## src/rtl/reg16_skid_stage.sv

```systemverilog
// reg16_skid_stage: two-entry elastic register stage with valid/ready handshakes on both sides.
// Sits between datapath stages where the consumer can stall. All state updates on negedge clk.
// Outputs are decoded from registered state only, so there is no combinational path from in_*
// to out_*, or from out_ready to in_ready.
//
// Ports:
//   clk        stage clock (state updates on falling edge)
//   rst        synchronous active-high reset; clears state and both slots
//   flush      synchronous discard of all held words; same-cycle push/pop are ignored
//   in_data    write-side word
//   in_valid   writer offers in_data this cycle
//   in_ready   stage can accept a word (not FULL)
//   out_data   oldest held word (main slot); 0 when empty
//   out_valid  out_data holds a valid word
//   out_ready  reader accepts out_data this cycle
//   occupancy  number of held words: 0, 1 or 2
module reg16_skid_stage #(
  parameter int unsigned WIDTH = 16
) (
  input  logic             clk,
  input  logic             rst,
  input  logic             flush,
  input  logic [WIDTH-1:0] in_data,
  input  logic             in_valid,
  output logic             in_ready,
  output logic [WIDTH-1:0] out_data,
  output logic             out_valid,
  input  logic             out_ready,
  output logic [1:0]       occupancy
);

  typedef enum logic [1:0] {
    StEmpty = 2'd0,
    StOne   = 2'd1,
    StFull  = 2'd2
  } state_e;

  state_e           state_q, state_d;
  logic [WIDTH-1:0] main_q, main_d;
  logic [WIDTH-1:0] skid_q, skid_d;
  logic             push, pop;

  assign in_ready  = (state_q != StFull);
  assign out_valid = (state_q != StEmpty);
  assign out_data  = main_q;

  assign push = in_valid & in_ready;
  assign pop  = out_valid & out_ready;

  always_comb begin
    occupancy = 2'd0;
    case (state_q)
      StEmpty: occupancy = 2'd0;
      StOne:   occupancy = 2'd1;
      StFull:  occupancy = 2'd2;
      default: occupancy = 2'd0;
    endcase
  end

  always_comb begin
    state_d = state_q;
    main_d  = main_q;
    skid_d  = skid_q;
    if (flush) begin
      // Flush wins over any handshake in the same cycle: the offered word is dropped.
      state_d = StEmpty;
      main_d  = '0;
      skid_d  = '0;
    end else begin
      case (state_q)
        StEmpty: begin
          if (push) begin
            state_d = StOne;
            main_d  = in_data;
          end
        end
        StOne: begin
          if (push && !pop) begin
            state_d = StFull;
            skid_d  = in_data;
          end else if (!push && pop) begin
            state_d = StEmpty;
            main_d  = '0;
          end else if (push && pop) begin
            // Simultaneous accept and deliver keeps one word per cycle flowing.
            main_d = in_data;
          end
        end
        StFull: begin
          // in_ready is low here, so only a pop can happen.
          if (pop) begin
            state_d = StOne;
            main_d  = skid_q;
            skid_d  = '0;
          end
        end
        default: begin
          state_d = StEmpty;
          main_d  = '0;
          skid_d  = '0;
        end
      endcase
    end
  end

  always_ff @(negedge clk) begin
    if (rst) begin
      state_q <= StEmpty;
      main_q  <= '0;
      skid_q  <= '0;
    end else begin
      state_q <= state_d;
      main_q  <= main_d;
      skid_q  <= skid_d;
    end
  end

endmodule
```

## config.mk

```make
export PLATFORM = sky130hd
export DESIGN_NAME = reg16_skid_stage
export DESIGN_NICKNAME = d
export VERILOG_FILES = /design/src/rtl/reg16_skid_stage.sv
export SDC_FILE = /design/constraint.sdc
export NUM_CORES = 1
export LEC_CHECK = 0
export BUFFER_PORTS_ARGS = -buffer_cell sky130_fd_sc_hd__buf_4
export CAP_MARGIN = 20
export CORE_ASPECT_RATIO = 1.75
export CORE_MARGIN = 2
export CORE_UTILIZATION = 32
export DETAILED_ROUTE_END_ITERATION = 8
export PLACE_DENSITY = 0.52
export SETUP_SLACK_MARGIN = 0.2
export SLEW_MARGIN = 25
export SYNTH_ARGS = -nofsm -noshare
export SYNTH_HDL_FRONTEND = slang
export SYNTH_SLANG_ARGS = --single-unit
```

## constraint.sdc

```tcl
create_clock -name clk -period 2.05 [get_ports clk]
set_input_delay 0.1025 -clock clk [delete_from_list [all_inputs] [get_ports clk]]
set_output_delay 0.1025 -clock clk [all_outputs]
set_load 0.03 [all_outputs]
```

==> reports/results.txt <==
Cell variety after synth = 26
# clock sinks = 34
Layout area overhead = 101%
Critical R2R Launch = state_q[1]
EDFF count, synth = 0
Reg clk slew, reported paths = 40 ps
Nets = 346
Commonest cells post-synth = 34 x dfxtp_1, 20 x nand2_1, 20 x nor2_1
Initial cell density of the core = 33.2%
Fin area = 3730 um2
PD cells = 561 nW/um2
Synth Flop Type = dfxtp_1
Crit-path max FO = 4
Post-synth net total = 237
Share of layout cells above drive strength 1 = 63.3%
Cts bufs inserted = 5
Final worst setup slack = -159 ps
RSZ-0062 raised after global routing = true
Final hold violation count = 0
Worst-margin pin slew = 444 ps
Root Driver = clkbuf_8
Die Area = 6450 um2
TritonRoute pass-1 iters = 4
Placed inst area = 2550 um2
Slew headroom = 70.4%
Slack of the worst reg-to-reg path = 170 ps
Seq/Total Area, Yosys = 36.7%
R2R depth = 10
Crit-path slowest cell = dfxtp_4
Failing checks = negative setup slack
Htree depth = 2
CTS tree = built
Vias in the first global route = 2125
Clk Latency, worst-skew pair = 370 ps
Crit Path Class = reg -> out
Die X = 61.6 um
Drt drc = 0
Post-synth ARST share = 0%
Reg-to-Reg End = out_data[3]
Initial antenna violation count = 0
Antenna viol nets, final = 0
I/O Pins = 41
Leak = 1.56 nW
Crit path DAT = 2110 ps
Status = finished, violations left
GRT Util Overall = 19.6%
Min-delay src = skid_q[2]
DRT Wirelength = 6.19 mm
Gpl congestion = 0.728
Synth Area per Inst = 8.68 um2
Count leader, synth = dfxtp_1
Warnings from Yosys = 0
CP Capture Type = primary output
Worst Hold Path EP = skid_q[2]
Crit-path cells = or2_4, buf_6
Cell taking the most area after synthesis = dfxtp_1
Worst Hold Depth = 2
Post-Syn Instances = 214
First-pass GRT wire length = 9.65 mm
Worst stage delay on the critical path = 350 ps
Final Skew = 22.1 ps
Detail Placement HPWL = 3.51 mm
Die H = 105 um
I/O Buffers = 40
Max VDD drop = 0.000451 V
Diode count = 0
Critical Path Source Type = register
Via/cell ratio = 5.13
WP data required = 1950 ps
# fillers = 460
Final Slew Violations = 0
Max-cap check violation count = 0
Mapped cell area = 1860 um2
Finished Core Util = 66.7%
Pin count of the biggest net entering global routing = 35
CTS max path bufs = 2
Avg WL per Cell = 15.5 um
Post-synth top area share = 36.7%
Area contributors post-synth = dfxtp_1 37%, mux2i_1 8.6%, a221oi_2 8.1%
Register bit count reported by yosys = 34
Row cnt = 36
Hold Crit Class = reg -> reg
Core box area = 5590 um2
Via count = 2051
DRT iter0 DRCs = 39
Setup Viol. Count Final = 5
Grt total ovfl = 0
## state kept, by name, indices dropped and copies added, names as in the netlist
name / cells
out_data: 16
skid_q: 16
state_q: 2
## cell type report
cell class | count | area [um2] | area share [%]
multi-input combinational | 154 | 1720 | 46.2
timing repair buffer | 90 | 941 | 25.3
sequential | 34 | 713 | 19.1
clock inverter | 37 | 166 | 4.47
tap | 76 | 95.1 | 2.55
clock buffer | 5 | 68.8 | 1.85
inverter | 4 | 21.3 | 0.571
## report_power, final
group	leakage, nW	total [mW]	internal [mW]	switching [mW]
Combinational	1.04	0.514	0.255	0.259
Sequential	0.285	0.699	0.686	0.0133
Clock	0.237	0.875	0.442	0.433
## worst max-delay path by stage
| stage | start | to | slack, ps | cells after the start |
|---|---|---|---|---|
| floorplan | in_valid | out_data[10] | -120 | 8 |
| global placement | out_ready | out_data[3] | -440 | 7 |
| detailed placement | out_ready | out_data[14] | -510 | 7 |
| CTS | state_q[1] | out_valid | -170 | 2 |
| global route | state_q[1] | out_valid | -210 | 2 |
| finish | state_q[1] | out_valid | -160 | 2 |
## logic make-up (layout without fill, tap and decap cells)
kind of cell / after synthesis / in the layout / share of synthesized area [%]
flip-flops: 34 / 34 / 36.7
AO/OA/AOI/OAI: 38 / 38 / 17.0
AND/OR/NAND/NOR: 98 / 98 / 29.1
multiplexers: 16 / 16 / 8.63
adder cells (fa/ha/maj): 2 / 2 / 1.35
buffers and inverters: 26 / 136 / 7.21
## per-stage QoR
| stage | hold WS (ps) | std cells | TNS [ps] | total power [mW] | worst slack [ps] |
|---|---|---|---|---|---|
| floorplan | 432 | 214 | -1490 | 1.05 | -117 |
| global placement | 438 | 326 | -11450 | 1.16 | -435 |
| detailed placement | 447 | 326 | -11580 | 1.16 | -510 |
| CTS | 450 | 397 | -520 | 2.08 | -170 |
| global route | 469 | 400 | -1130 | 2.23 | -209 |
| finish | 461 | 400 | -480 | 2.09 | -159 |
## layout by cell type (no fill, tap or decap), drive strengths merged
cell      instances
a31oi             1
nor3b             1
mux2i            16
dfxtp            34
nand2            20
ha                2
or2               2
bufinv            1
o21a              1
nand3            16
nor2b             2
inv              38
nand2b            2
nor3             16
buf              89
and2              2
nor2             21
clkinvlp          2
a21oi            18
o21ai             2
nor4             16
clkbuf            6
a221oi           16
## worst max-delay path, delay by kind of cell (launching register included)
kind,cells,cell delay [ps]
buffers and inverters,1,140
flip-flops,1,350
AND/OR/NAND/NOR,1,240
## repair_timing
action	CTS	global route
endpoints found under the setup margin	52	52
gates cloned	3	0
hold buffers	0	0
pin swaps	23	26
setup buffers	27	3
resized for setup	119	23
## layer usage
metal / wire [um] / part of all wire, % / GRT usage, %
met5: 0 / 0 / 0
met4: 89 / 1.4 / 10.0
met3: 176 / 2.8 / 5.94
met2: 3510 / 57 / 32.0
met1: 2410 / 39 / 21.7
Power figures use the tool's default switching activity.
